[src/rtl/mod_instruction_fetch_ctrl.sv]
// Instruction fetch controller: owns the PC, drives a combinational ROM, buffers
// {pc, instruction} pairs in a small FIFO for decode, and handles redirects and halt.
module mod_instruction_fetch_ctrl #(
    parameter logic [31:0] RESET_PC = 32'd0,
    parameter int unsigned DEPTH    = 2
) (
    input  logic        clk,
    input  logic        rst_n,
    output logic [31:0] rom_address,
    input  logic [31:0] rom_instruction,
    input  logic        redirect_valid,
    input  logic [31:0] redirect_target,
    input  logic        halt,
    output logic        fetch_valid,
    output logic [31:0] fetch_pc,
    output logic [31:0] fetch_instruction,
    input  logic        fetch_ready,
    output logic        halted
);

    localparam int unsigned PW = $clog2(DEPTH);
    localparam int unsigned CW = PW + 1;
    localparam logic [CW-1:0] DEPTH_C = CW'(DEPTH);

    localparam logic [1:0] ST_IDLE   = 2'd0;
    localparam logic [1:0] ST_RUN    = 2'd1;
    localparam logic [1:0] ST_HALTED = 2'd2;

    logic [1:0]    state_q, state_d;
    logic [31:0]   pc_q, pc_d;
    logic [CW-1:0] count_q, count_d;
    logic [PW-1:0] rd_q, wr_q;
    logic [31:0]   mem_pc    [DEPTH];
    logic [31:0]   mem_instr [DEPTH];

    logic pop, pop_eff, push, flush;

    assign fetch_valid       = (count_q != '0);
    assign fetch_pc          = mem_pc[rd_q];
    assign fetch_instruction = mem_instr[rd_q];
    assign rom_address       = pc_q;
    assign halted            = (state_q == ST_HALTED);
    assign pop               = fetch_valid & fetch_ready;
    // A flush discards the head, so a same-cycle pop must not advance the read pointer.
    assign pop_eff           = pop & ~flush;

    always_comb begin
        state_d = state_q;
        pc_d    = pc_q;
        push    = 1'b0;
        flush   = 1'b0;
        case (state_q)
            ST_IDLE: begin
                state_d = ST_RUN;
                if (redirect_valid) pc_d = redirect_target;
            end
            ST_RUN: begin
                if (redirect_valid) begin
                    flush = 1'b1;
                    pc_d  = redirect_target;
                end else if (halt) begin
                    state_d = ST_HALTED;
                end else begin
                    push = (count_q < DEPTH_C) || pop;
                    if (push) pc_d = pc_q + 32'd1;
                end
            end
            ST_HALTED: begin
                if (redirect_valid) begin
                    flush   = 1'b1;
                    pc_d    = redirect_target;
                    state_d = ST_RUN;
                end
            end
            default: state_d = ST_IDLE;
        endcase
    end

    always_comb begin
        count_d = count_q;
        if (flush) begin
            count_d = '0;
        end else begin
            case ({push, pop_eff})
                2'b10:   count_d = count_q + CW'(1);
                2'b01:   count_d = count_q - CW'(1);
                default: count_d = count_q;
            endcase
        end
    end

    always_ff @(posedge clk or negedge rst_n) begin
        if (!rst_n) begin
            state_q <= ST_IDLE;
            pc_q    <= RESET_PC;
            count_q <= '0;
            rd_q    <= '0;
            wr_q    <= '0;
        end else begin
            state_q <= state_d;
            pc_q    <= pc_d;
            count_q <= count_d;
            if (flush) begin
                rd_q <= '0;
                wr_q <= '0;
            end else begin
                if (push)    wr_q <= wr_q + PW'(1);
                if (pop_eff) rd_q <= rd_q + PW'(1);
            end
        end
    end

    always_ff @(posedge clk or negedge rst_n) begin
        if (!rst_n) begin
            for (int i = 0; i < int'(DEPTH); i++) begin
                mem_pc[i]    <= '0;
                mem_instr[i] <= '0;
            end
        end else if (push) begin
            mem_pc[wr_q]    <= pc_q;
            mem_instr[wr_q] <= rom_instruction;
        end
    end

endmodule

[config.mk]
export PLATFORM = sky130hd
export DESIGN_NAME = mod_instruction_fetch_ctrl
export DESIGN_NICKNAME = d
export VERILOG_FILES = /design/src/rtl/mod_instruction_fetch_ctrl.sv
export SDC_FILE = /design/constraint.sdc
export NUM_CORES = 1
export LEC_CHECK = 0
export BUFFER_PORTS_ARGS = -buffer_cell sky130_fd_sc_hd__clkbuf_2
export CORE_UTILIZATION = 55
export CTS_BUF_LIST = sky130_fd_sc_hd__clkbuf_2 sky130_fd_sc_hd__clkbuf_4 sky130_fd_sc_hd__clkbuf_8
export DETAILED_ROUTE_END_ITERATION = 7
export MAX_ROUTING_LAYER = met4
export PLACE_DENSITY = 0.77
export RECOVER_POWER = 50
export SLEW_MARGIN = 0
export SYNTH_ARGS = -nofsm -noshare
export SYNTH_HDL_FRONTEND = slang
export SYNTH_SLANG_ARGS = --single-unit
[constraint.sdc]
create_clock -name clk -period 3 [get_ports clk]
set_clock_uncertainty 0.15 [all_clocks]
set_input_delay 0.15 -clock clk [delete_from_list [all_inputs] [get_ports clk]]
set_output_delay 0.15 -clock clk [all_outputs]
set_load 0.01 [all_outputs]
==> qor.yml, run 1 <==
global_routing:
  grt-ovfl-total: 0
  grt_pass1_wl_um: 30700
  use_met3_pct: 4.96
  antenna_found_initial: 0
  grt_pass1_vias: 6357
  met1_usage_pct: 32.3
  top_usage_layer: "met2"
  grtUsageMet2_pct: 46.1
  grt_use_total_pct: 27.6
  grt_max_degree: 85
timing:
  hold_viol: 0
  max_slew_margin_pct: -33.9
  fin_crit_sh_pct: 82.7
  slew_viol_final: 85
  layout_min_cycle_time_ns: 2.48
  tightest_slew_ns: 2.01
  layout_setup_ws_ns: 0.518
  fmax_ghz: 0.403
  hold-worst-slack_ns: 0.324
  fin_tns_setup_ns: 0
  rsz0062_at_grt: "false"
  setup_violations: 0
route:
  postRouteAntennaNets: 0
  vias_per_cell: 5.76
  wire_per_inst_um: 17.7
  first_pass_iters: 5
  drt-initial-drc-count: 314
  routed_wirelength_um: 18800
  routed-via-count: 6087
  drc: 0
synth:
  syn-num-nets: 714
  synthXorXnorAreaFrac_pct: 0.222
  synth_top_cell_area_share_pct: 52.7
  netlist_area_um2: 7880
  synth_mux_area_share_pct: 27.6
  synth-seq-cells: 166
  synth_fa_ha_area_share_pct: 0.952
  synth-edff-count: 0
  yosysTopAreaCell: "dfrtp_1"
  synth_top_family_by_area: "multiplexers"
  synthTopCellsByArea: "dfrtp_1, mux2_2, a21oi_1"
  synth_warnings: 0
  synth_compound_area_share_pct: 8.73
  ys_types: 44
  yosysSeqAreaShare_pct: 52.7
  yosys.area_share.simple_pct: 7.30
  synth-main-ff-cell: "dfrtp_1"
  synth_cells: 639
  syn_avg_cell_area_um2: 12.3
  async_flop_share_pct: 100
worst_hold_path:
  min_from: "redirect_target[0]"
  hold_class: "in -> reg"
floorplan:
  core-area_um2: 13900
  start_util_pct: 56.6
  die_area_um2: 14800
  die_w_um: 122
  num_rows: 43
  die_h_um: 122
  io_pins: 167
clock_tree:
  clk_latency_ns: 0.45
  cts-resized-gates: 0
  clkSlewWorstSetupHoldPaths_ns: 0.08
  h-tree-depth: 4
  root_buffer: "clkbuf_8"
  cts_num_sinks: 166
  cts_buffers: 17
  cts_tree: "done"
  clock_path_buffers: 2
finish:
  num_antenna_cells: 0
  regArea_um2: 4150
  final_common_cell: "mux2_2"
  drive_gt1_share_pct: 42.2
  fill_cells: 991
  syn_to_final_growth_pct: 26.9
  layout_common_cells: "mux2_2, dfrtp_1, clkbuf_2, dlygate4sd3_1, clkbuf_1"
  multi_input_area_um2: 3550
  fin_area_um2: 10000
  final_nets: 940
run:
  cap_violations: 1
placed_design:
  dp_hpwl_um: 12500
  place_area_um2: 8970
  place.gp.congestion: 0.880
  port_buffers: 166
  dp_slack_ns: 0.558
power_and_ir_drop:
  max-vdd-ir-drop_mv: 0.554
  p_leak_nw: 4.42
  finalPower_w: 0.0101
  power.density_nw_per_um2: 1010
setup_path:
  worstPathCellList: "nand4_2 -> or4_1 -> or4_1 -> a32o_1 -> nor3_2"
  critPathBufInv: 0
  startpoint_type: "flop"
  worstSetupPathType: "reg -> reg"
  rr_startpoint: "rom_address[17]"
  startpoint: "rom_address[17]"
  worstPathRequired_ns: 3.22
  cp_max_fo: 10
  worst_path_largest_cell_delay_ns: 0.65
  cp_top_family: "simple AND/OR/NAND/NOR gates"
  critPathSlowestCell: "or4_1"
  crit_arrival_ns: 2.71
  crit_path_end_kind: "flop"
  worst_path_most_repeated_cell: "or4_1"
status:
  outcome: "finished, violations left"
  violations: "capacitance limit, slew limit"
-- layer usage --
layer / up-vias / wire length [um]
met5: - / 0
met3: 51 / 813
met2: 204 / 9740
met1: 3026 / 7700
met4: 0 / 501
li1: 2806 / -
-- cells in the mapped netlist, drive strengths merged, types with 2 or more instances --
master and instances:
nand2 28, nor4 6, o22a 5, o31ai 4
mux2 192, o22ai 10, ha 6, o2bb2ai 2
a21boi 2, nor3 13, o21bai 2, o21ai 17
clkbuf 36, and3 2, a31oi 7, nand3 19
o41ai 5, a2bb2oi 13, or3 3, o21a 2
or4 2, or2 2, buf 7, nor2 26
and4 4, inv 8, a21oi 33, dfrtp 166
nand4 8
-- what timing repair did --
| item | in CTS | in global routing |
|---|---|---|
| hold buffers | 68 | 0 |
| endpoints found under the hold margin | 179 | 0 |
| setup buffers | 0 | 0 |
-- flip-flops by register name (all words and copies together), names as in the netlist --
register and count:
rd_q 1, mem_pc 64, state_q 2, rom_address 32
mem_instr 64, wr_q 1, count_q 2
-- layout make-up --
cell class,count,share of cell area (%)
tap,180,2.25
sequential,166,41.5
timing repair buffer,250,16.2
clock buffer,23,2.98
multi-input combinational,422,35.5
inverter,8,0.300
clock inverter,8,1.23
-- worst min-delay path, stage by stage --
cell and delay, ns:
dlygate4sd3_1 0.52, clkbuf_2 0.10, nand3_1 0.05, nand3_1 0.07
-- power breakdown --
group | internal [W] | switching (W) | leakage [nW]
logic | 0.00217 | 0.00208 | 2.20
registers | 0.00332 | 0.000866 | 2.01
clock network | 0.000910 | 0.000771 | 0.208
total | 0.00640 | 0.00371 | 4.42
-- metrics by stage --
step	util, %	instances
after global routing	71.8	1057
after detailed placement	64.3	958
after CTS	72.2	1057
after global placement	64.3	958
final	71.8	1057
after floorplan	-	639
-- logic make-up (layout without fill, tap and decap cells) --
logic type | Yosys count | in the layout
AOI/OAI and AO/OA | 106 | 106
DFF | 166 | 166
muxes | 193 | 193
xor gates and xnor gates | 2 | 2
adders and majority gates | 6 | 6
buffers and inverters | 51 | 289
and+or+nand+nor | 115 | 115
-- path summary, 6_finish.rpt --
check | end | slack [ns] | cells past startpoint
worst max-delay path | rom_address[31] | 0.52 | 5
worst min-delay path | rom_address[0] | 0.32 | 4
worst max register to register | rom_address[31] | 0.52 | 5
worst min register to register | mem_pc[27] | 0.35 | 1
max in group asynchronous | mem_instr[51] | 0.72 | 3
min in group asynchronous | mem_instr[4] | 0.64 | 2
No activity file was read; power rests on OpenSTA's default activity.
==> inputs of run 2 (changes only) <==
==> constraint.sdc (replaced) <==
create_clock -name clk -period 2.4 [get_ports clk]
set_clock_uncertainty 0.15 [all_clocks]
set_input_delay 0.12 -clock clk [delete_from_list [all_inputs] [get_ports clk]]
set_output_delay 0.12 -clock clk [all_outputs]
set_load 0.01 [all_outputs]
==> qor.yml, run 2 (synthesized netlist as in run 1, its figures left out) <==
power_and_ir_drop:
  switching_power_w: 0.00477  # +28%
  power.clock.fraction_pct: 16.4  # -0.2 points
  max-vdd-ir-drop_mv: 0.836  # +51%
  power.density_nw_per_um2: 1270  # +26%
  finalPower_w: 0.0131  # +29%
  swShare_pct: 36.6  # -0.14 points
  internal_power_w: 0.00828  # +29%
  power_frac_comb_pct: 44.8  # +2.8 points
  pwr-share-seq_pct: 38.9  # -2.5 points
  p_leak_nw: 4.62  # +4.6%
clock_tree:
  root_buffer: "clkbuf_8"
  clock_path_buffers: 2  # unchanged
  cts_buffers: 17  # unchanged
  h-tree-depth: 4  # unchanged
  cts_num_sinks: 166  # unchanged
  clk_latency_ns: 0.45  # about the same
  cts_setup_buffers: 0  # unchanged
  clkSlewWorstSetupHoldPaths_ns: 0.09  # about the same
  cts_tree: "done"
timing:
  slew_viol_final: 0  # -100%
  tightest_slew_ns: 1.21  # -0.795 ns
  setup_violations: 0  # unchanged
  rsz0062_at_grt: "true"
  fin_crit_sh_pct: 95.2  # +12 points
  max_slew_margin_pct: 19.1  # +53 points
  layout_min_cycle_time_ns: 2.28  # -0.197 ns
  fmax_ghz: 0.438  # +8.6%
  hold_viol: 0  # unchanged
setup_path:
  cp_max_fo: 7  # -3
  crit_path_end_kind: "flop"
  critPathSlowestCell: "or4_4"
  crit_arrival_ns: 2.51  # -0.20 ns
  worstSetupPathType: "reg -> reg"
  cp_top_family: "simple AND/OR/NAND/NOR gates"
  worstPathRequired_ns: 2.62  # -0.60 ns
  startpoint_type: "flop"
  worstPathCellList: "nand4_2 -> or4_4 -> or4_1 -> a32o_1 -> nor3_2"
  worst_path_largest_cell_delay_ns: 0.60  # -0.05 ns
  critPathBufInv: 0  # unchanged
finish:
  num_antenna_cells: 0  # unchanged
  final_nets: 963  # +2.4%
  final_common_cell: "mux2_2"
  drive_gt1_share_pct: 46.5  # +4.3 points
  layoutNonFillerInstCount: 1081  # +2.3%
  layout_common_cells: "mux2_2, dfrtp_1, clkbuf_2, dlygate4sd3_1, a21oi_1"
  syn_to_final_growth_pct: 30.1
placed_design:
  port_buffers: 166  # unchanged
  dp_hpwl_um: 12900  # +3.1%
  dp.cells: 980  # +2.3%
  place.gp.congestion: 0.910  # +3.4%
worst_hold_path:
  hold_class: "in -> reg"
floorplan:
  die_area_um2: 14800  # unchanged
  die_h_um: 122  # unchanged
  start_util_pct: 56.6  # unchanged
  io_pins: 167  # unchanged
  core-area_um2: 13900  # unchanged
  die_w_um: 122  # unchanged
  num_rows: 43  # unchanged
route:
  first_pass_iters: 5  # unchanged
  routed_wirelength_um: 19600  # +4.5%
  postRouteAntennaNets: 0  # unchanged
  drt-initial-drc-count: 302  # -3.8%
  wire_per_inst_um: 18.1  # +2.2%
  vias_per_cell: 5.79  # +0.53%
  routed-via-count: 6258  # +2.8%
  drc: 0  # unchanged
global_routing:
  antenna_found_initial: 0  # unchanged
  grt_max_degree: 71  # -16%
  grt_pass1_vias: 6591  # +3.7%
  grt_use_total_pct: 28.5  # +0.88 points
  grt-ovfl-total: 0  # unchanged
  grt_pass1_wl_um: 31700  # +3.2%
status:
  outcome: "completed"
run:
  cap_violations: 0  # -1
-- run 2: cell count changes in the layout (fill, tap and decap cells not counted), moves of 2 or more --
cell / change
buf_4: +15
clkbuf_1: -21
clkbuf_2: +26
clkinv_2: +3
clkinvlp_4: -2
o41ai_1: -2
o41ai_2: +2
-- run 2: final cells by class --
class | count | area (um2)
clock inverter | 9 | 123
tap | 180 | 225
timing repair buffer | 273 | 1820
multi-input combinational | 422 | 3590
clock buffer | 23 | 304
sequential | 166 | 4160
fill | 956 | 3680
inverter | 8 | 30.0
-- run 2: worst min-delay path, stage by stage --
cell           delay, ns
dlygate4sd3_1       0.52
clkbuf_2            0.10
nand3_1             0.05
nand3_1             0.07
-- run 2: repair_timing --
action / CTS / global route
endpoints found under the setup margin: 0 / 25
resized for setup: 0 / 7
hold buffers: 69 / 0
endpoints found under the hold margin: 266 / 0
-- run 2: metal layers --
layer	vias up	track usage [%]	wire length, um
met2	225	47.8	10400
met3	47	5.99	865
li1	2859	-	-
met5	-	-	0
met4	0	11.7	489
met1	3127	33.4	7870
-- run 2: path summary, 6_finish.rpt --
path	start	end	slack, ns	cells past startpoint
worst min register to register	mem_pc[60]	mem_pc[60]	0.35	1
max in group asynchronous	rst_n	rd_q	0.35	3
worst max register to register	rom_address[17]	rom_address[31]	0.12	5
worst min-delay path	redirect_target[0]	rom_address[0]	0.30	4
min in group asynchronous	rst_n	mem_instr[10]	0.32	2
worst max-delay path	rom_address[17]	rom_address[31]	0.12	5
-- run 2: through the flow --
stage / setup slack (ns) / cell area (um2) / setup TNS [ns] / hold slack, ns / util, %
floorplan: 0.0472 / 7880 / 0 / -0.326 / -
global placement: 0.162 / 9160 / 0 / -0.0817 / 65.7
detailed placement: 0.0481 / 9160 / 0 / -0.0633 / 65.7
CTS: 0.0329 / 10300 / 0 / 0.0213 / 73.7
global route: -0.0276 / 10300 / -0.557 / 0.292 / 73.6
finish: 0.115 / 10300 / 0 / 0.304 / 73.6
-- run 2: power groups by stage --
| stage | Combinational (W) | Clock (W) | Sequential [W] |
|---|---|---|---|
| floorplan | 0.00361 | 0 | 0.00500 |
| global placement | 0.00554 | 0 | 0.00496 |
| detailed placement | 0.00574 | 0 | 0.00512 |
| CTS | 0.00588 | 0.00217 | 0.00506 |
| global route | 0.00633 | 0.00229 | 0.00524 |
| finish | 0.00584 | 0.00214 | 0.00507 |
==> inputs of run 3 (changes only) <==
--- a/config.mk
+++ b/config.mk
@@ -6,6 +6,7 @@
 export NUM_CORES = 1
 export LEC_CHECK = 0
 export BUFFER_PORTS_ARGS = -buffer_cell sky130_fd_sc_hd__clkbuf_2
+export CORE_MARGIN = 2
 export CORE_UTILIZATION = 55
 export CTS_BUF_LIST = sky130_fd_sc_hd__clkbuf_2 sky130_fd_sc_hd__clkbuf_4 sky130_fd_sc_hd__clkbuf_8
 export DETAILED_ROUTE_END_ITERATION = 7
==> qor.yml, run 3 (synthesized netlist as in run 1, its figures left out) <==
power_and_ir_drop:
  pwr-share-seq_pct: 40.5  # +1.6 points
  p_leak_nw: 4.48  # -3.0%
  internal_power_w: 0.00786  # -5.1%
  power_frac_comb_pct: 43.9  # -0.9 points
  power.density_nw_per_um2: 1260  # -1.3%
  swShare_pct: 38.0  # +1.4 points
  power.clock.fraction_pct: 15.6  # -0.8 points
  max-vdd-ir-drop_mv: 0.616  # -26%
  switching_power_w: 0.00481  # +0.75%
clock_tree:
  clk_latency_ns: 0.46  # about the same
  cts_num_sinks: 166  # unchanged
  h-tree-depth: 4  # unchanged
  clock_path_buffers: 2  # unchanged
  clkSlewWorstSetupHoldPaths_ns: 0.09  # about the same
  cts_tree: "done"
  cts_buffers: 17  # unchanged
  root_buffer: "clkbuf_8"
setup_path:
  crit_arrival_ns: 2.47  # -0.04 ns
  worstPathRequired_ns: 2.59  # -0.03 ns
  cp_max_fo: 65  # +58
  worstSetupPathType: "reg -> reg"
  crit_path_end_kind: "flop"
  startpoint_type: "flop"
timing:
  hold-worst-slack_ns: 0.290  # -0.0137 ns
  setup_violations: 0  # unchanged
  tightest_slew_ns: 1.64  # +0.424 ns
  slew_viol_final: 75  # +75
  fin_crit_sh_pct: 95.1  # -0.13 points
  fmax_ghz: 0.438  # +0.14%
  layout_min_cycle_time_ns: 2.28  # -0.00313 ns
  max_slew_margin_pct: -9.19  # -28 points
  fin_tns_setup_ns: 0  # unchanged
  rsz0062_at_grt: "false"
  hold_viol: 0  # unchanged
global_routing:
  grt_max_degree: 75  # +5.6%
  grt_use_total_pct: 26.8  # -1.7 points
  grt-ovfl-total: 0  # unchanged
  antenna_found_initial: 0  # unchanged
  grt_pass1_vias: 6357  # -3.6%
  grt_pass1_wl_um: 30600  # -3.4%
route:
  routed_wirelength_um: 19400  # -0.85%
  first_pass_iters: 5  # unchanged
  drc: 0  # unchanged
  wire_per_inst_um: 18.1  # about the same
  drt-initial-drc-count: 303  # +0.33%
  postRouteAntennaNets: 0  # unchanged
  routed-via-count: 6201  # -0.91%
  vias_per_cell: 5.79  # about the same
floorplan:
  die_area_um2: 15300  # +3.3%
  die_h_um: 124  # +1.6%
  start_util_pct: 56.6  # unchanged
  num_rows: 43  # unchanged
  die_w_um: 124  # +1.6%
  io_pins: 167  # unchanged
  core-area_um2: 13900  # unchanged
finish:
  syn_to_final_growth_pct: 27.8
  layout_common_cells: "mux2_2, dfrtp_1, clkbuf_2, dlygate4sd3_1, clkbuf_1"
  final_common_cell: "mux2_2"
  fill_cells: 952  # -0.42%
  final_nets: 953  # -1.0%
  num_antenna_cells: 0  # unchanged
  drive_gt1_share_pct: 44.1  # -2.4 points
run:
  cap_violations: 1  # +1
status:
  violations: "capacitance limit, slew limit"
  outcome: "finished, violations left"
placed_design:
  dp_hpwl_um: 12600  # -2.3%
  place.gp.congestion: 0.931  # +2.3%
  port_buffers: 166  # unchanged
worst_hold_path:
  hold_class: "in -> reg"
-- run 3: changes by cell type in the layout (fill, tap and decap cells not counted), sizes merged --
cell | previous run | this run
buf | 31 | 21
bufinv | 3 | 1
clkbuf | 196 | 191
clkinv | 5 | 3
clkinvlp | 1 | 3
inv | 8 | 15
-- run 3: power groups by stage --
stage / logic (W) / registers (W) / clock network [W]
after floorplan: 0.00361 / 0.00500 / 0
after global placement: 0.00539 / 0.00502 / 0
after detailed placement: 0.00557 / 0.00519 / 0
after CTS: 0.00569 / 0.00513 / 0.00202
after global routing: 0.00606 / 0.00533 / 0.00214
final: 0.00556 / 0.00513 / 0.00197
-- run 3: worst paths after layout --
| check | from | to | slack, ns | depth (start not counted) |
|---|---|---|---|---|
| min reg2reg | mem_instr[16] | mem_instr[16] | 0.36 | 1 |
| max reg2reg | state_q[1] | mem_pc[42] | 0.12 | 6 |
| max | state_q[1] | mem_pc[42] | 0.12 | 6 |
| min in group asynchronous | rst_n | mem_pc[8] | 0.50 | 2 |
| min | rom_instruction[30] | mem_instr[62] | 0.29 | 3 |
| max in group asynchronous | rst_n | state_q[0] | 0.36 | 3 |
-- run 3: area by class of cell --
class | instances | area, um2 | area share [%]
Tap cell | 180 | 225 | 2.23
Inverter | 8 | 30.0 | 0.298
Clock buffer | 18 | 248 | 2.46
Clock inverter | 14 | 143 | 1.42
Sequential cell | 166 | 4160 | 41.3
Timing Repair Buffer | 263 | 1720 | 17.0
Multi-Input combinational cell | 422 | 3560 | 35.3
-- run 3: layer usage --
metal	part of all wire, %	vias up	global-route usage (%)
li1	-	2846	-
met1	41	3107	32.4
met2	52	204	44.6
met3	4.7	44	5.13
met4	2.5	0	10.4
met5	0	-	-
-- run 3: stage by stage --
stage               power [W]  worst slack [ns]  utilization (%)  cell area [um2]  cells
finish                 0.0127             0.118             72.3            10100   1071
global placement       0.0104             0.162             65.2             9090    970
CTS                    0.0128            0.0599             73.0            10200   1071
detailed placement     0.0108            0.0875             65.2             9090    970
global route           0.0135           0.00562             72.3            10100   1071
floorplan             0.00861            0.0472                -             7880    639
-- run 3: timing repair --
item                                    CTS  global route
hold buffers                             69             0
setup buffers                             0             0
endpoints found under the setup margin    0             4
resized for setup                         0             4
endpoints found under the hold margin   171             0
-- run 3: critical path, cell delays in order (launching register included) --
cell and delay (ns):
dfrtp_1 0.43, inv_1 0.13, ha_1 0.18, nand2_1 0.17, nor4_2 0.30, buf_12 0.39, mux2_2 0.39
